[config.mk]
export PLATFORM = sky130hd
export DESIGN_NAME = tile_grid_renderer
export DESIGN_NICKNAME = d
export VERILOG_FILES = /design/src/rtl/tetris_pkg.sv /design/src/rtl/tile_grid_renderer_axis.sv /design/src/rtl/tile_grid_renderer.sv
export SDC_FILE = /design/constraint.sdc
export NUM_CORES = 1
export LEC_CHECK = 0
export ABC_AREA = 1
export BUFFER_PORTS_ARGS = -buffer_cell sky130_fd_sc_hd__buf_2
export CAP_MARGIN = 0
export CORE_ASPECT_RATIO = 1.2
export CORE_MARGIN = 2
export CORE_UTILIZATION = 45
export DETAILED_ROUTE_END_ITERATION = 10
export PLACE_DENSITY = 0.62
export SLEW_MARGIN = 20
export SYNTH_ARGS = -nofsm -noshare
export SYNTH_HDL_FRONTEND = slang
export SYNTH_SLANG_ARGS = --single-unit
[constraint.sdc]
create_clock -name clk -period 3.1 [get_ports clk]
set_clock_uncertainty 0.2 [all_clocks]
set_input_delay 0.31 -clock clk [delete_from_list [all_inputs] [get_ports clk]]
set_output_delay 0.31 -clock clk [all_outputs]
set_load 0.01 [all_outputs]
[src/rtl/tetris_pkg.sv]
// Shared Tetris tile-grid definitions: tile type codes, default screen/grid
// geometry and the background colour used outside the grid window.
package tetris_pkg;

  typedef enum logic [3:0] {
    TILE_AIR    = 4'd0,
    TILE_I      = 4'd1,
    TILE_J      = 4'd2,
    TILE_L      = 4'd3,
    TILE_O      = 4'd4,
    TILE_S      = 4'd5,
    TILE_T      = 4'd6,
    TILE_Z      = 4'd7,
    TILE_BORDER = 4'd8
  } tile_type_e;

  localparam int DEF_NUM_TYPES = 9;
  localparam int DEF_H_ACTIVE  = 640;
  localparam int DEF_V_ACTIVE  = 480;
  localparam int DEF_TILE_PX   = 24;
  localparam int DEF_GRID_COLS = 12;
  localparam int DEF_GRID_ROWS = 20;
  localparam int DEF_GRID_X0   = 176;
  localparam int DEF_GRID_Y0   = 0;
  localparam logic [7:0] DEF_BG_RGB = 8'h00;

  // Codes beyond the ROM contents render as empty space.
  function automatic logic [3:0] type_or_air(input logic [3:0] t, input int num_types);
    if (int'(t) < num_types) return t;
    else return 4'(TILE_AIR);
  endfunction

endpackage

[src/rtl/tile_grid_renderer_axis.sv]
// One screen axis: position counter plus incrementally maintained tile index
// and in-tile offset, so no divider is needed to locate the current tile.
module axis_tile_counter #(
  parameter int POS_W   = 10,
  parameter int IDX_W   = 5,
  parameter int OFF_W   = 5,
  parameter int POS_MAX = 639
) (
  input  logic             clk,
  input  logic             reset,
  input  logic             i_step,
  input  logic             i_clear,
  input  logic [POS_W-1:0] i_start,
  input  logic [OFF_W-1:0] i_tile_px,
  input  logic [IDX_W-1:0] i_tile_cnt,
  output logic             o_in_window,
  output logic [IDX_W-1:0] o_idx,
  output logic [OFF_W-1:0] o_off
);

  logic [POS_W-1:0] r_pos;
  logic [IDX_W-1:0] r_idx;
  logic [OFF_W-1:0] r_off;
  logic [POS_W:0]   w_end;
  logic             w_in;

  assign w_end = (POS_W+1)'(i_start) + (POS_W+1)'(i_tile_cnt) * (POS_W+1)'(i_tile_px);
  assign w_in  = ({1'b0, r_pos} >= {1'b0, i_start}) && ({1'b0, r_pos} < w_end);

  // Index and offset only advance while the position lies inside the window.
  always_ff @(posedge clk) begin
    if (reset || i_clear) begin
      r_pos <= '0;
      r_idx <= '0;
      r_off <= '0;
    end else if (i_step && (r_pos != POS_W'(POS_MAX))) begin
      r_pos <= r_pos + POS_W'(1);
      if (w_in) begin
        if (r_off == i_tile_px - OFF_W'(1)) begin
          r_off <= '0;
          if (r_idx != i_tile_cnt - IDX_W'(1)) r_idx <= r_idx + IDX_W'(1);
        end else begin
          r_off <= r_off + OFF_W'(1);
        end
      end
    end
  end

  assign o_in_window = w_in;
  assign o_idx       = r_idx;
  assign o_off       = r_off;

endmodule

[src/rtl/tile_grid_renderer.sv]
// Three-stage tile-grid to pixel renderer on a px_tick-enabled system clock.
// Optional blinking of flagged tiles: define TILE_GRID_RENDERER_BLINK_EN.
module tile_grid_renderer
  import tetris_pkg::*;
#(
  parameter int H_ACTIVE  = DEF_H_ACTIVE,
  parameter int V_ACTIVE  = DEF_V_ACTIVE,
  parameter int TILE_PX   = DEF_TILE_PX,
  parameter int GRID_COLS = DEF_GRID_COLS,
  parameter int GRID_ROWS = DEF_GRID_ROWS,
  parameter int GRID_X0   = DEF_GRID_X0,
  parameter int GRID_Y0   = DEF_GRID_Y0,
  parameter int NUM_TYPES = DEF_NUM_TYPES,
  parameter logic [7:0] BG_RGB = DEF_BG_RGB,
  parameter int GRID_AW   = 8,
  parameter int TILE_AW   = 13
) (
  input  logic               clk,
  input  logic               reset,
  input  logic               px_tick,
  input  logic               de,
  input  logic               vsync,
  output logic [GRID_AW-1:0] grid_addr,
  input  logic [7:0]         grid_data,
  output logic [TILE_AW-1:0] tile_addr,
  input  logic [7:0]         tile_data,
  output logic [7:0]         pixel_rgb,
  output logic               pixel_valid
);

  localparam int X_W   = $clog2(H_ACTIVE);
  localparam int Y_W   = $clog2(V_ACTIVE);
  localparam int COL_W = $clog2(GRID_COLS + 1);
  localparam int ROW_W = $clog2(GRID_ROWS + 1);
  localparam int OFF_W = $clog2(TILE_PX + 1);

  logic               r_de_prev, r_x_arm;
  logic               w_step_x, w_clear_x, w_step_y;
  logic               w_in_x, w_in_y;
  logic [COL_W-1:0]   w_col;
  logic [ROW_W-1:0]   w_row;
  logic [OFF_W-1:0]   w_xoff, w_yoff;
  logic [GRID_AW-1:0] w_grid_addr, r_grid_addr;
  logic               r_s0_de, r_s0_in;
  logic [OFF_W-1:0]   r_s0_xoff, r_s0_yoff;
  logic [3:0]         w_type;
  logic [TILE_AW-1:0] w_tile_addr, r_tile_addr;
  logic               r_s1_de, r_s1_in;
  logic               w_blank;
  logic [7:0]         w_pix, r_pixel_rgb;
  logic               r_pixel_valid;
  logic               w_unused_data;

  // x only counts once a blank tick has been seen, so a reset mid-line waits for the next line.
  assign w_step_x  = px_tick & de & r_x_arm;
  assign w_clear_x = px_tick & ~de;
  assign w_step_y  = r_de_prev & ~de;

  // Line-edge detector and x arming run on every clk.
  always_ff @(posedge clk) begin
    if (reset) begin
      r_de_prev <= 1'b0;
      r_x_arm   <= 1'b0;
    end else begin
      r_de_prev <= de;
      if (w_clear_x) r_x_arm <= 1'b1;
    end
  end

  axis_tile_counter #(.POS_W(X_W), .IDX_W(COL_W), .OFF_W(OFF_W), .POS_MAX(H_ACTIVE - 1)) u_axis_x (
    .clk(clk), .reset(reset), .i_step(w_step_x), .i_clear(w_clear_x),
    .i_start(X_W'(GRID_X0)), .i_tile_px(OFF_W'(TILE_PX)), .i_tile_cnt(COL_W'(GRID_COLS)),
    .o_in_window(w_in_x), .o_idx(w_col), .o_off(w_xoff)
  );

  axis_tile_counter #(.POS_W(Y_W), .IDX_W(ROW_W), .OFF_W(OFF_W), .POS_MAX(V_ACTIVE - 1)) u_axis_y (
    .clk(clk), .reset(reset), .i_step(w_step_y), .i_clear(vsync),
    .i_start(Y_W'(GRID_Y0)), .i_tile_px(OFF_W'(TILE_PX)), .i_tile_cnt(ROW_W'(GRID_ROWS)),
    .o_in_window(w_in_y), .o_idx(w_row), .o_off(w_yoff)
  );

  assign w_grid_addr = GRID_AW'(int'(w_row) * GRID_COLS + int'(w_col));

  // Stage 0: grid RAM address plus the position context that travels with it.
  always_ff @(posedge clk) begin
    if (reset) begin
      r_s0_de     <= 1'b0;
      r_s0_in     <= 1'b0;
      r_s0_xoff   <= '0;
      r_s0_yoff   <= '0;
      r_grid_addr <= '0;
    end else if (px_tick) begin
      r_s0_de     <= de;
      r_s0_in     <= w_in_x & w_in_y;
      r_s0_xoff   <= w_xoff;
      r_s0_yoff   <= w_yoff;
      r_grid_addr <= de ? w_grid_addr : '0;
    end
  end

  assign w_type      = type_or_air(grid_data[3:0], NUM_TYPES);
  assign w_tile_addr = TILE_AW'(int'(w_type) * TILE_PX * TILE_PX
                                + int'(r_s0_yoff) * TILE_PX + int'(r_s0_xoff));

  // Stage 1: tile ROM address.
  always_ff @(posedge clk) begin
    if (reset) begin
      r_s1_de     <= 1'b0;
      r_s1_in     <= 1'b0;
      r_tile_addr <= '0;
    end else if (px_tick) begin
      r_s1_de     <= r_s0_de;
      r_s1_in     <= r_s0_in;
      r_tile_addr <= r_s0_de ? w_tile_addr : '0;
    end
  end

`ifdef TILE_GRID_RENDERER_BLINK_EN
  logic       r_s1_flag, r_vs_prev;
  logic [7:0] r_frame_cnt;

  // Blink flag follows its tile type; frames are counted on vsync rising edges.
  always_ff @(posedge clk) begin
    if (reset) begin
      r_s1_flag   <= 1'b0;
      r_vs_prev   <= 1'b0;
      r_frame_cnt <= 8'h00;
    end else begin
      r_vs_prev <= vsync;
      if (vsync && !r_vs_prev) r_frame_cnt <= r_frame_cnt + 8'h01;
      if (px_tick) r_s1_flag <= r_s0_de & grid_data[4];
    end
  end

  assign w_blank       = r_s1_flag & r_frame_cnt[3];
  assign w_unused_data = ^grid_data[7:5];
`else
  assign w_blank       = 1'b0;
  assign w_unused_data = ^grid_data[7:4];
`endif

  always_comb begin
    w_pix = 8'h00;
    if (r_s1_de && r_s1_in && !w_blank) w_pix = tile_data;
    else if (r_s1_de) w_pix = BG_RGB;
    else w_pix = 8'h00;
  end

  // Stage 2: output pixel.
  always_ff @(posedge clk) begin
    if (reset) begin
      r_pixel_rgb   <= 8'h00;
      r_pixel_valid <= 1'b0;
    end else if (px_tick) begin
      r_pixel_rgb   <= w_pix;
      r_pixel_valid <= r_s1_de;
    end
  end

  assign grid_addr   = r_grid_addr;
  assign tile_addr   = r_tile_addr;
  assign pixel_rgb   = r_pixel_rgb;
  assign pixel_valid = r_pixel_valid;

endmodule
# Word-level counts from Yosys, hierarchy flattened
# Index checks and enable logic that the tools add are counted.
word_totals:
  register_bits: 84
  input_bits: 21
  output_inout_bits: 30
classes:
  add_sub_neg: 9
  n_mul: 4
  n_lt_le_gt_ge: 5
  eq_ne: 6
  mux: 6
  bitwise: 6
  n_reduce_logical: 11
op_table:
  columns: ["cell", "n"]
  rows:
  - ["$mux 8", 2]
  - ["$add 5x1->5 const B", 3]
  - ["$add 13x10->13", 1]
  - ["$add 13x5->13", 1]
  - ["$mux 13", 1]
  - ["$add 10x1->10 const B", 1]
  - ["$eq 5x5->1 const B", 2]
  - ["$ge 10x8->1 const B", 1]
  - ["$lt 10x9->1 const B", 1]
  - ["$mux 5", 2]
  - ["$ne 10x10->1 const B", 1]
  - ["$add 9x1->9 const B", 1]
  - ["$ge 9x1->1 const B", 1]
  - ["$lt 9x9->1 const B", 1]
  - ["$ne 9x9->1 const B", 1]
  - ["$add 8x4->8", 1]
  - ["$reduce_and 4->1", 2]
  - ["$mul 5x2->7 const B", 1]
  - ["$mul 6x2->7 const B", 1]
  - ["$mul 4x2->6 const B", 1]
  - ["$mul 5x2->6 const B", 1]
  - ["$and 1x1->1", 5]
  - ["$logic_and 1x1->1", 5]
  - ["$ne 5x5->1 const B", 1]
  - ["7 further kinds", 9]

# Longest topological paths before layout
# Gate-level depths: netlist of run 1.
logic_depth:
  ltp_word: 7
  depth_mapped: 25

# Modules after synthesis
# A second synthesis of run 1 with hierarchy kept.
hier_totals:
  hier_cells: 1190
  area_unflattened_um2: 8172.8
modules_own_cells:
  columns: ["module", "n_inst", "cells_each", "area_each_um2", "seq_area_each_um2"]
  rows:
  - ["axis_tile_counter (u_axis_x)", 1, 412, 2756.4, 380.4]
  - ["tile_grid_renderer", 1, 380, 2718.9, 920.9]
  - ["axis_tile_counter (u_axis_y)", 1, 398, 2697.6, 380.4]

# Worst setup path after synthesis of run 1
# Ideal clock, no wire load.
synth_path:
  kind: "input-to-reg"
  from: "input grid_data[2]"
  to: "register r_tile_addr[12] (netlist: tile_addr[12])"
  setup_ps: 132
  t_arrival_ps: 2965
  path_slack_ps: -197
  cell_stages: 25
  cell_sequence: "nor2_1 > nand2_1 > nand2_1 > nand2_1 > inv_1 > ha_1 > inv_1 > fa_1 > inv_1 > ha_1 > nand2_1 > nand2_1 > xnor2_1 > inv_1 > ha_1 > nand2_1 > inv_1 > nand2_1 > nand2_1 > nor2_1 > nor2_1 > nand2_1 > nand2_1 > nand3_1 > a21oi_1"
synth_between:
  elab_chain_cells: 7
synth_rtl:
  columns: ["item", "line", "source"]
  rows:
  - ["from (decl)", "tile_grid_renderer.sv:24", "input logic [7:0] grid_data,"]
  - ["$lt 4x4->1", "tetris_pkg.sv:29", "if (int'(t) < num_types) return t;"]
  - ["$mux 4 (*)", "tetris_pkg.sv:29", null]
  - ["$mul 4x2->6 (*)", "tile_grid_renderer.sv:102", "assign w_tile_addr = TILE_AW'(int'(w_type) * TILE_PX * TILE_PX"]
  - ["$mul 6x2->7 (*)", "tile_grid_renderer.sv:102", null]
  - ["$add 13x10->13 (*)", "tile_grid_renderer.sv:103", "+ int'(r_s0_yoff) * TILE_PX + int'(r_s0_xoff));"]
  - ["$add 13x5->13 (*)", "tile_grid_renderer.sv:103", null]
  - ["$mux 13 (*)", "tile_grid_renderer.sv:114", "r_tile_addr <= r_s0_de ? w_tile_addr : '0;"]
  - ["to (signal assigned)", "tile_grid_renderer.sv:114", null]
  - ["to (decl)", "tile_grid_renderer.sv:47", "logic [TILE_AW-1:0] w_tile_addr, r_tile_addr;"]
# Mark *: on every way between the ends. The rest lies on a longest branch, timed or not.
# A chain may end at the register's enable or synchronous reset.

# Worst setup path after layout of run 1
layout_path:
  from: "input grid_data[1]"
  to: "register r_tile_addr[12] (netlist: tile_addr[12])"
# The elaborated chain is that of the path after synthesis.

==> impl_metrics.toml, run 1 <==
[synthesis]
synth_area_um2 = 4680
synth_warnings = 0
synth_edf_count = 0
synth_cells = 642
seq_area_frac_synth_pct = 35.9
yosysUniqueCellTypes = 40
async_reset_ff_share_pct = 0
synthFlopType = "dfxtp_1"
syn_area_per_cell_um2 = 7.29
syn_nets = 701
synth_seq_cells = 84

[final_layout]
syn_to_final_growth_pct = 18.2
fin_area_um2 = 5540
final_common_cell = "nand2_1"
fill_cells = 984
drive_above_1_share_pct = 17.5
final_nets = 761
layout_common_cells = "nand2_1 (138), a21oi_1 (88), dfxtp_1 (84)"
instances_no_fill = 833
n_antenna_cell = 0

[setup_path]
path_max_fanout = 3
max_stage_delay_ns = 0.53
crit_top_cell = "nand2_2"
critPathLaunch = "grid_data[1]"
worstRegToRegCells = 16
cp_top_family = "adder cells"
critPathCapture = "tile_addr[12]"
worstSetupPathDepth = 26
cp.arrival_ns = 3.11
worstReg2RegEnd = "tile_addr[12]"
worstSetupStartpointType = "primary input"
path_buf_inv = 6
r2r_setup_slack_ns = 0.33
cp_slowest_cell = "fa_2"
crit_required_ns = 3.17
worst_setup_path_end_kind = "flip-flop"
r2r_start = "r_s0_yoff[1]"
timing_worst_setup_path_type = "in -> reg"

[sta]
fmax_mhz = 329
worst_pin_slew_ns = 0.515
tns_ns = 0
rsz0062_at_grt = "yes"
max_slew_margin_pct = 65.6
fin_ws_ns = 0.0581
final_hold_viol_count = 0
setup_viol = 0
drv_slew = 0
layout_min_cycle_time_ns = 3.04
min_period_over_period_pct = 98.1

[placed_design]
dp_hpwl_um = 7410
place.gp.congestion = 0.848
placed_area_um2 = 5170
portBuffers = 46
place_ws_ns = -0.342
dp_cells = 817

[clock_network]
numCtsBuffers = 9
tritoncts = "built"
postCtsSetupRepairBufs = 0
path_clk_slew_ns = 0.06
cts_hold_buf = 0
worstSkewPairLatency_ns = 0.34
cts_resized = 0
clockRootBuffer = "clkbuf_16"
ctsLongestPathBuffers = 2
clock-sinks = 84
htreeDepth = 3

[floorplan]
fp.dieArea_um2 = 11200
die_w_um = 97.1
die_h_um = 116
rows = 40
start_util_pct = 46.6
io_pins = 51
fp.coreArea_um2 = 10100

[drt]
first_iter_violations = 100
vias = 4176
firstDrtPassIters = 4
routedWlPerCell_um = 11.7
via_per_inst = 5.01
routed_wl_um = 9740
ant_nets = 0
drc = 0

[global_route]
grt_pass1_vias = 3928
grt_antenna_before_repair = 0
grt_util_all_layers_pct = 18.0
overflow = 0
grt_pass1_wl_um = 16900
grt_max_degree = 31

[flow_run]
maxCapViolations = 0

[worst_hold_path]
worstHoldStart = "tile_data[0]"
hold_class = "in -> reg"

[pwr]
p_per_area_nw_per_um2 = 448
ir_worst_vdd_v = 0.000387
p_leak_nw = 2.50
totalPowerFinal_mw = 2.48

[status]
outcome = "completed"
## logic make-up (layout without fill, tap and decap cells)
logic type,Yosys count,count (layout),share of synthesized area (%)
fa+ha+maj,38,38,11.0
xor+xnor,23,23,4.30
buf+inv,103,168,8.50
compound gates,133,133,14.8
flops,84,84,35.9
simple gates,261,261,25.5
## state kept, by name (all words and copies together), names as in the netlist
signal and flops:
r_s0_de 1, r_de_prev 1, grid_addr 8, u_axis_y.o_idx 5
r_s0_yoff 5, pixel_valid 1, pixel_rgb 8, r_s0_in 1
u_axis_x.o_idx 4, u_axis_y.r_pos 9, u_axis_x.o_off 5, u_axis_y.o_off 5
u_axis_x.r_pos 10, r_s1_in 1, r_s1_de 1, r_x_arm 1
tile_addr 13, r_s0_xoff 5
## worst min-delay path, delay by kind of cell
family                 cells  cell delay, ns
buffers and inverters      1            0.10
and+or+nand+nor            1            0.05
AOI/OAI and AO/OA          1            0.05
## report_power, final
part	internal, mW	switching (mW)
Combinational	0.124	0.171
Clock	0.634	0.446
Sequential	1.10	0.0104
Total	1.85	0.628
## how the worst min path moves through the flow
| stage | to | slack (ns) | depth (start not counted) |
|---|---|---|---|
| 2_1_floorplan | u_axis_x.r_pos[5] | 0.23 | 2 |
| 3_3_place_gp | u_axis_x.r_pos[5] | 0.24 | 2 |
| 3_5_place_dp | u_axis_x.r_pos[5] | 0.25 | 2 |
| 4_1_cts | pixel_rgb[5] | 0.006 | 3 |
| 5_1_grt | pixel_rgb[0] | 0.01 | 3 |
| 6_report | pixel_rgb[0] | 0.02 | 3 |
## metal layers
| layer | share of wire [%] | global-route usage [%] | up-vias |
|---|---|---|---|
| met1 | 46 | 21.2 | 1889 |
| met2 | 50 | 32.9 | 60 |
| li1 | - | - | 2212 |
| met3 | 2.9 | 3.32 | 15 |
| met4 | 1.8 | 6.38 | 0 |
| met5 | 0 | 0 | - |
## area by class of cell
cell class / instances / area (um^2) / area share, %
multi-input combinational: 455 / 2690 / 48.5
tap: 126 / 158 / 2.85
clock inverter: 6 / 70.1 / 1.27
inverter: 89 / 337 / 6.08
timing repair buffer: 63 / 374 / 6.76
sequential: 84 / 1680 / 30.4
clock buffer: 10 / 229 / 4.14
## through the flow
stage	utilization, %	hold WS (ns)
final	55.0	0.0169
after global routing	55.0	0.0119
after CTS	54.3	0.00622
after detailed placement	51.4	0.247
after global placement	51.4	0.236
after floorplan	-	0.230
## synthesized netlist by cell type (3+ instances only)
library cell / instances / share of area (%)
xor2_1: 21 / 3.9
nand2_4: 4 / 0.96
clkbuf_1: 12 / 0.96
nor2_2: 3 / 0.40
nand4_1: 8 / 1.1
ha_1: 33 / 8.8
nand2_2: 5 / 0.67
a21oi_1: 88 / 9.4
nand3b_1: 4 / 0.64
inv_2: 4 / 0.32
nand2_1: 144 / 12
dfxtp_1: 84 / 36
o21ai_1: 8 / 0.85
fa_1: 5 / 2.1
nor3_1: 9 / 0.96
o21ai_0: 29 / 3.1
inv_1: 83 / 6.7
nand3_1: 38 / 4.1
nor2_1: 35 / 2.8
Note: power is estimated with default switching activity, not from simulation.
==> run 2: changes to the inputs <==
--- a/config.mk
+++ b/config.mk
@@ -8,11 +8,13 @@
 export ABC_AREA = 1
 export BUFFER_PORTS_ARGS = -buffer_cell sky130_fd_sc_hd__buf_2
 export CAP_MARGIN = 0
+export CELL_PAD_IN_SITES_DETAIL_PLACEMENT = 0
+export CELL_PAD_IN_SITES_GLOBAL_PLACEMENT = 1
 export CORE_ASPECT_RATIO = 1.2
 export CORE_MARGIN = 2
-export CORE_UTILIZATION = 45
+export CORE_UTILIZATION = 39
 export DETAILED_ROUTE_END_ITERATION = 10
-export PLACE_DENSITY = 0.62
+export PLACE_DENSITY_LB_ADDON = 0.1
 export SLEW_MARGIN = 20
 export SYNTH_ARGS = -nofsm -noshare
 export SYNTH_HDL_FRONTEND = slang
==> run 2 against run 1 <==
  * Worst setup slack got worse by 0.022 ns
  * Clock power rose by 5%
  * Utilization fell by 6.8 points
  * Clock-buffer cell count fell by 1
  * Combinational power rose by 1%
  * Die area rose by 15%
  * Global-route usage fell by 1.5 points
  * Critical path depth did not move
  * Sequential power barely moved
  * Register-to-register slack got worse by 0.05 ns
  * Critical endpoint unchanged
  * Largest cell class unchanged
==> impl_metrics.toml, run 2 (synthesized netlist as in run 1, its figures left out) <==
[placed_design]
place.gp.congestion = 0.821
portBuffers = 46
dp_hpwl_um = 7590

[pwr]
p_leak_nw = 2.51
ir_worst_vdd_v = 0.000235
totalPowerFinal_mw = 2.54
p_per_area_nw_per_um2 = 453

[drt]
firstDrtPassIters = 4
routed_wl_um = 10100
vias = 4106
ant_nets = 0
first_iter_violations = 132
via_per_inst = 4.74
routedWlPerCell_um = 11.6
drc = 0

[floorplan]
die_w_um = 104
start_util_pct = 40.3
fp.coreArea_um2 = 11600
die_h_um = 124
fp.dieArea_um2 = 12900
rows = 43
io_pins = 51

[setup_path]
cp_slowest_cell = "fa_2"
cp.arrival_ns = 3.14
timing_worst_setup_path_type = "in -> reg"
path_buf_inv = 6
max_stage_delay_ns = 0.53
worst_setup_path_end_kind = "flip-flop"
crit_required_ns = 3.17
crit_top_cell = "nand2_1"
cp_top_family = "adder cells"
worstSetupStartpointType = "primary input"
path_max_fanout = 3

[sta]
fmax_mhz = 326
layout_min_cycle_time_ns = 3.06
max_slew_margin_pct = 60.7
worst_pin_slew_ns = 0.586
whs_ns = 0.0138
final_hold_viol_count = 0
min_period_over_period_pct = 98.8
setup_viol = 0
drv_slew = 0
rsz0062_at_grt = "yes"

[final_layout]
seq_area_um2 = 1680
fill_cells = 1200
multi_input_area_um2 = 2680
largest_register_ffs = 13
fin_util_pct = 48.2
final_common_cell = "nand2_1"
n_antenna_cell = 0
final_nets = 763
drive_above_1_share_pct = 17.5
syn_to_final_growth_pct = 19.6
layout_common_cells = "nand2_1 (140), a21oi_1 (88), dfxtp_1 (84)"

[clock_network]
worstSkewPairLatency_ns = 0.34
ctsLongestPathBuffers = 2
clockRootBuffer = "clkbuf_16"
numCtsBuffers = 9
clock-sinks = 84
tritoncts = "built"
htreeDepth = 3
path_clk_slew_ns = 0.07

[worst_hold_path]
hold_class = "in -> reg"

[global_route]
grt_pass1_vias = 3822
grt_antenna_before_repair = 0
grt_util_all_layers_pct = 16.4
grt_max_degree = 20
grt_pass1_wl_um = 17300
overflow = 0

[flow_run]
maxCapViolations = 0

[status]
outcome = "completed"
[run 2: final cells by class]
class,count,area share (%)
flip-flops and latches,84,30.0
clock buffers,9,4.02
well taps,157,3.51
clock inverters,7,1.67
repair buffers,65,6.92
multi-input cells,455,47.9
inverters,89,6.01
[run 2: worst paths after layout]
kind / startpoint / end / slack, ns / cells after the start
worst min-delay path: tile_data[6] / pixel_rgb[6] / 0.01 / 3
worst min register to register: u_axis_x.r_pos[5] / u_axis_x.r_pos[5] / 0.26 / 2
worst max-delay path: grid_data[1] / tile_addr[12] / 0.04 / 26
worst max register to register: r_s0_yoff[1] / tile_addr[11] / 0.28 / 16
[run 2: where the power goes]
part / leakage, nW / internal [mW] / switching [mW]
registers: 0.680 / 1.10 / 0.0102
clock network: 0.153 / 0.648 / 0.485
logic: 1.68 / 0.126 / 0.173
total: 2.51 / 1.87 / 0.669
[run 2: per-layer routing]
layer | vias up | GRT usage, % | routed length, um
met5 | - | 0 | 0
met4 | 0 | 5.91 | 102
met3 | 6 | 3.19 | 257
met2 | 42 | 27.8 | 4770
met1 | 1837 | 21.0 | 4920
li1 | 2221 | - | -
[run 2: metrics by stage]
| stage | TNS (ns) | instance area, um^2 | setup slack [ns] | std cells |
|---|---|---|---|---|
| floorplan | -0.0909 | 4710 | -0.0909 | 642 |
| CTS | 0 | 5520 | 0.00831 | 863 |
| global route | -0.196 | 5600 | -0.169 | 866 |
| detailed placement | -0.860 | 5190 | -0.367 | 846 |
| global placement | -0.476 | 5190 | -0.259 | 846 |
| finish | 0 | 5600 | 0.0358 | 866 |
[run 2: worst reg2reg max path: stages (launching register included)]
cell	delay, ns
dfxtp_1	0.36
ha_1	0.22
fa_1	0.41
a21oi_1	0.13
o21ai_0	0.10
xor2_1	0.16
ha_1	0.39
nand2_1	0.07
inv_1	0.07
nand3_1	0.08
nand3_1	0.12
nand2_1	0.07
nand2_1	0.07
nand2_1	0.05
nand2_1	0.05
nand3_1	0.07
a21oi_1	0.12
[run 2: what timing repair did]
item | 4_1_cts | 5_1_grt
hold endpoints to repair | 1 | 0
resized for setup | 0 | 17
gates cloned | 0 | 0
hold buffers | 1 | 0
buffers inserted | 0 | 3
setup endpoints to repair | 1 | 2
pin swaps | 2 | 15
==> run 3: changes to the inputs <==
--- a/config.mk
+++ b/config.mk
@@ -5,14 +5,14 @@
 export SDC_FILE = /design/constraint.sdc
 export NUM_CORES = 1
 export LEC_CHECK = 0
-export ABC_AREA = 1
 export BUFFER_PORTS_ARGS = -buffer_cell sky130_fd_sc_hd__buf_2
 export CAP_MARGIN = 0
 export CELL_PAD_IN_SITES_DETAIL_PLACEMENT = 0
 export CELL_PAD_IN_SITES_GLOBAL_PLACEMENT = 1
 export CORE_ASPECT_RATIO = 1.2
 export CORE_MARGIN = 2
-export CORE_UTILIZATION = 39
+export CORE_UTILIZATION = 41
+export CTS_BUF_LIST = sky130_fd_sc_hd__clkbuf_4
 export DETAILED_ROUTE_END_ITERATION = 10
 export PLACE_DENSITY_LB_ADDON = 0.1
 export SLEW_MARGIN = 20
==> run 3 against run 2 <==
  * The flow now finishes with violations (setup timing)
  * Cell count down 17%
  * Fmax down 5.9%
  * Highest routed layer unchanged
  * Worst setup slack lost 0.19 ns
  * Non-clock buffer count grew 23
==> impl_metrics.toml, run 3 <==
[clock_network]
ctsLongestPathBuffers = 2
path_clk_slew_ns = 0.13
worstSkewPairLatency_ns = 0.42
clockRootBuffer = "clkbuf_4"
clock-sinks = 84
htreeDepth = 3
numCtsBuffers = 9
tritoncts = "built"

[setup_path]
path_max_fanout = 4
worstSetupStartpointType = "primary input"
critPathLaunch = "grid_data[3]"
timing_worst_setup_path_type = "in -> reg"
worst_setup_path_end_kind = "flip-flop"
r2r_setup_slack_ns = -0.05
cp.arrival_ns = 3.38
worstRegToRegCells = 12
worstReg2RegEnd = "tile_addr[12]"
critPathCapture = "tile_addr[12]"
crit_required_ns = 3.22
r2r_start = "r_s0_yoff[0]"

[synthesis]
syn_nets = 567
synth_top_area_share_pct = 38.0
synthFlopType = "dfxtp_1"
synth_top_area_cell = "dfxtp_1"
seq_area_frac_synth_pct = 38.0
synth_seq_cells = 84
async_reset_ff_share_pct = 0
synthTopCellsByCount = "dfxtp_1 (84), nor2_1 (70), a21oi_1 (42)"
synth_area_leaders = "dfxtp_1 (38%), ha_1 (9.3%), nor2_1 (5.9%), a21oi_1 (4.8%), xnor2_1 (4.0%)"
synth.most_common_cell = "dfxtp_1"
yosysUniqueCellTypes = 63
syn_area_per_cell_um2 = 8.70
synth_warnings = 0
synth_area_um2 = 4420
synth_cells = 508
synth_edf_count = 0

[drt]
ant_nets = 0
routedWlPerCell_um = 13.3
routed_wl_um = 9530
vias = 3670
via_per_inst = 5.11
first_iter_violations = 136
drc = 0
firstDrtPassIters = 4

[final_layout]
multi_input_area_um2 = 2640
largest_register_ffs = 13
syn_to_final_growth_pct = 19.0
layout_common_cells = "dfxtp_1 (84), nor2_1 (70), buf_2 (45)"
instances_no_fill = 718
fin_util_pct = 50.0
final_common_cell = "dfxtp_1"
seq_area_um2 = 1680
n_antenna_cell = 0
fill_cells = 1051
drive_above_1_share_pct = 20.9
final_nets = 645

[worst_hold_path]
hold_class = "in -> reg"
min_delay_path_depth = 2

[sta]
fin_ws_ns = -0.157
setup_viol = 1
min_period_over_period_pct = 105
worst_pin_slew_ns = 0.635
max_slew_margin_pct = 57.6
rsz0062_at_grt = "yes"
layout_min_cycle_time_ns = 3.26
fmax_mhz = 307
final_hold_viol_count = 0
drv_slew = 0

[flow_run]
maxCapViolations = 0

[status]
violations = "setup timing"
outcome = "finished with violations"

[floorplan]
fp.dieArea_um2 = 11600
io_pins = 51
die_w_um = 98.8
die_h_um = 118
fp.coreArea_um2 = 10500
start_util_pct = 42.0
rows = 41

[pwr]
p_per_area_nw_per_um2 = 352
totalPowerFinal_mw = 1.85
ir_worst_vdd_v = 0.000199
p_leak_nw = 2.24

[placed_design]
dp_cells = 694
dp_hpwl_um = 6830
place.gp.congestion = 0.829
place_ws_ns = -0.639
portBuffers = 46

[global_route]
grt_antenna_before_repair = 0
grt_pass1_vias = 3516
grt_pass1_wl_um = 16400
overflow = 0
grt_util_all_layers_pct = 16.9
grt_max_degree = 35
-- run 3: cell types whose count changed in the layout (fill, tap and decap cells not counted), sizes merged, moves of 8 or more --
cell,change
a21oi,-47
nand3,-15
nand2,-111
xnor2,+18
nor2,+30
o21ai,-32
nor3,-8
inv,-66
buf,+15
mux2i,+15
dlygate4sd3,+8
-- run 3: what timing repair did --
action / in CTS / in global routing
pin swaps: 0 / 1
setup buffers: 0 / 1
resized for setup: 4 / 2
cloned: 0 / 0
setup endpoints to repair: 1 / 3
endpoints found under the hold margin: 9 / 0
hold buffers: 9 / 0
-- run 3: critical path: stages --
cell	delay, ns
buf_8	0.10
nand2b_4	0.14
inv_4	0.06
ha_4	0.13
inv_2	0.03
fa_2	0.52
inv_2	0.06
ha_4	0.27
a21oi_2	0.05
xnor2_1	0.13
ha_1	0.34
nand2_1	0.09
o21a_1	0.19
or4_4	0.42
a2111o_1	0.30
a32o_1	0.24
-- run 3: routing by layer --
layer / global-route usage (%) / up-vias / share of wire (%)
met1: 21.6 / 1703 / 47
met5: 0 / - / 0
met3: 3.38 / 6 / 2.8
met2: 29.0 / 50 / 49
met4: 4.11 / 0 / 0.89
li1: - / 1911 / -
-- run 3: final cells by class --
type,instances,share of cell area (%)
clock buffer,10,1.43
clock inverter,4,0.357
inverter,27,1.97
multi-input combinational,376,50.2
sequential,84,32.0
tap,129,3.07
timing repair buffer,88,11.0
-- run 3: how the worst min path moves through the flow --
stage,start,endpoint,slack (ns)
after floorplan,r_s0_in,r_s0_in,0.24
after global placement,tile_addr[12],tile_addr[12],0.24
after detailed placement,tile_addr[12],tile_addr[12],0.25
after CTS,reset,r_x_arm,0.04
after global routing,reset,r_x_arm,0.06
final,reset,r_x_arm,0.07
-- run 3: power by group --
part	switching, mW	internal [mW]	total, mW
Combinational	0.123	0.124	0.247
Sequential	0.00431	1.09	1.09
Clock	0.356	0.160	0.516
-- run 3: cell families after synthesis --
| kind of cell | Yosys count | synth area share (%) |
|---|---|---|
| buf+inv | 48 | 4.16 |
| mux | 16 | 3.65 |
| simple gates | 195 | 21.9 |
| compound gates | 88 | 12.9 |
| flops | 84 | 38.0 |
| xor+xnor | 39 | 7.73 |
| fa+ha+maj | 38 | 11.6 |
-- run 3: through the flow --
step | cell area (um^2) | TNS, ns | hold slack, ns
global placement | 5050 | -1.09 | 0.244
CTS | 5250 | -0.137 | 0.0386
detailed placement | 5050 | -1.35 | 0.251
global route | 5260 | -0.221 | 0.0567
finish | 5260 | -0.157 | 0.0659
floorplan | 4500 | -0.410 | 0.241
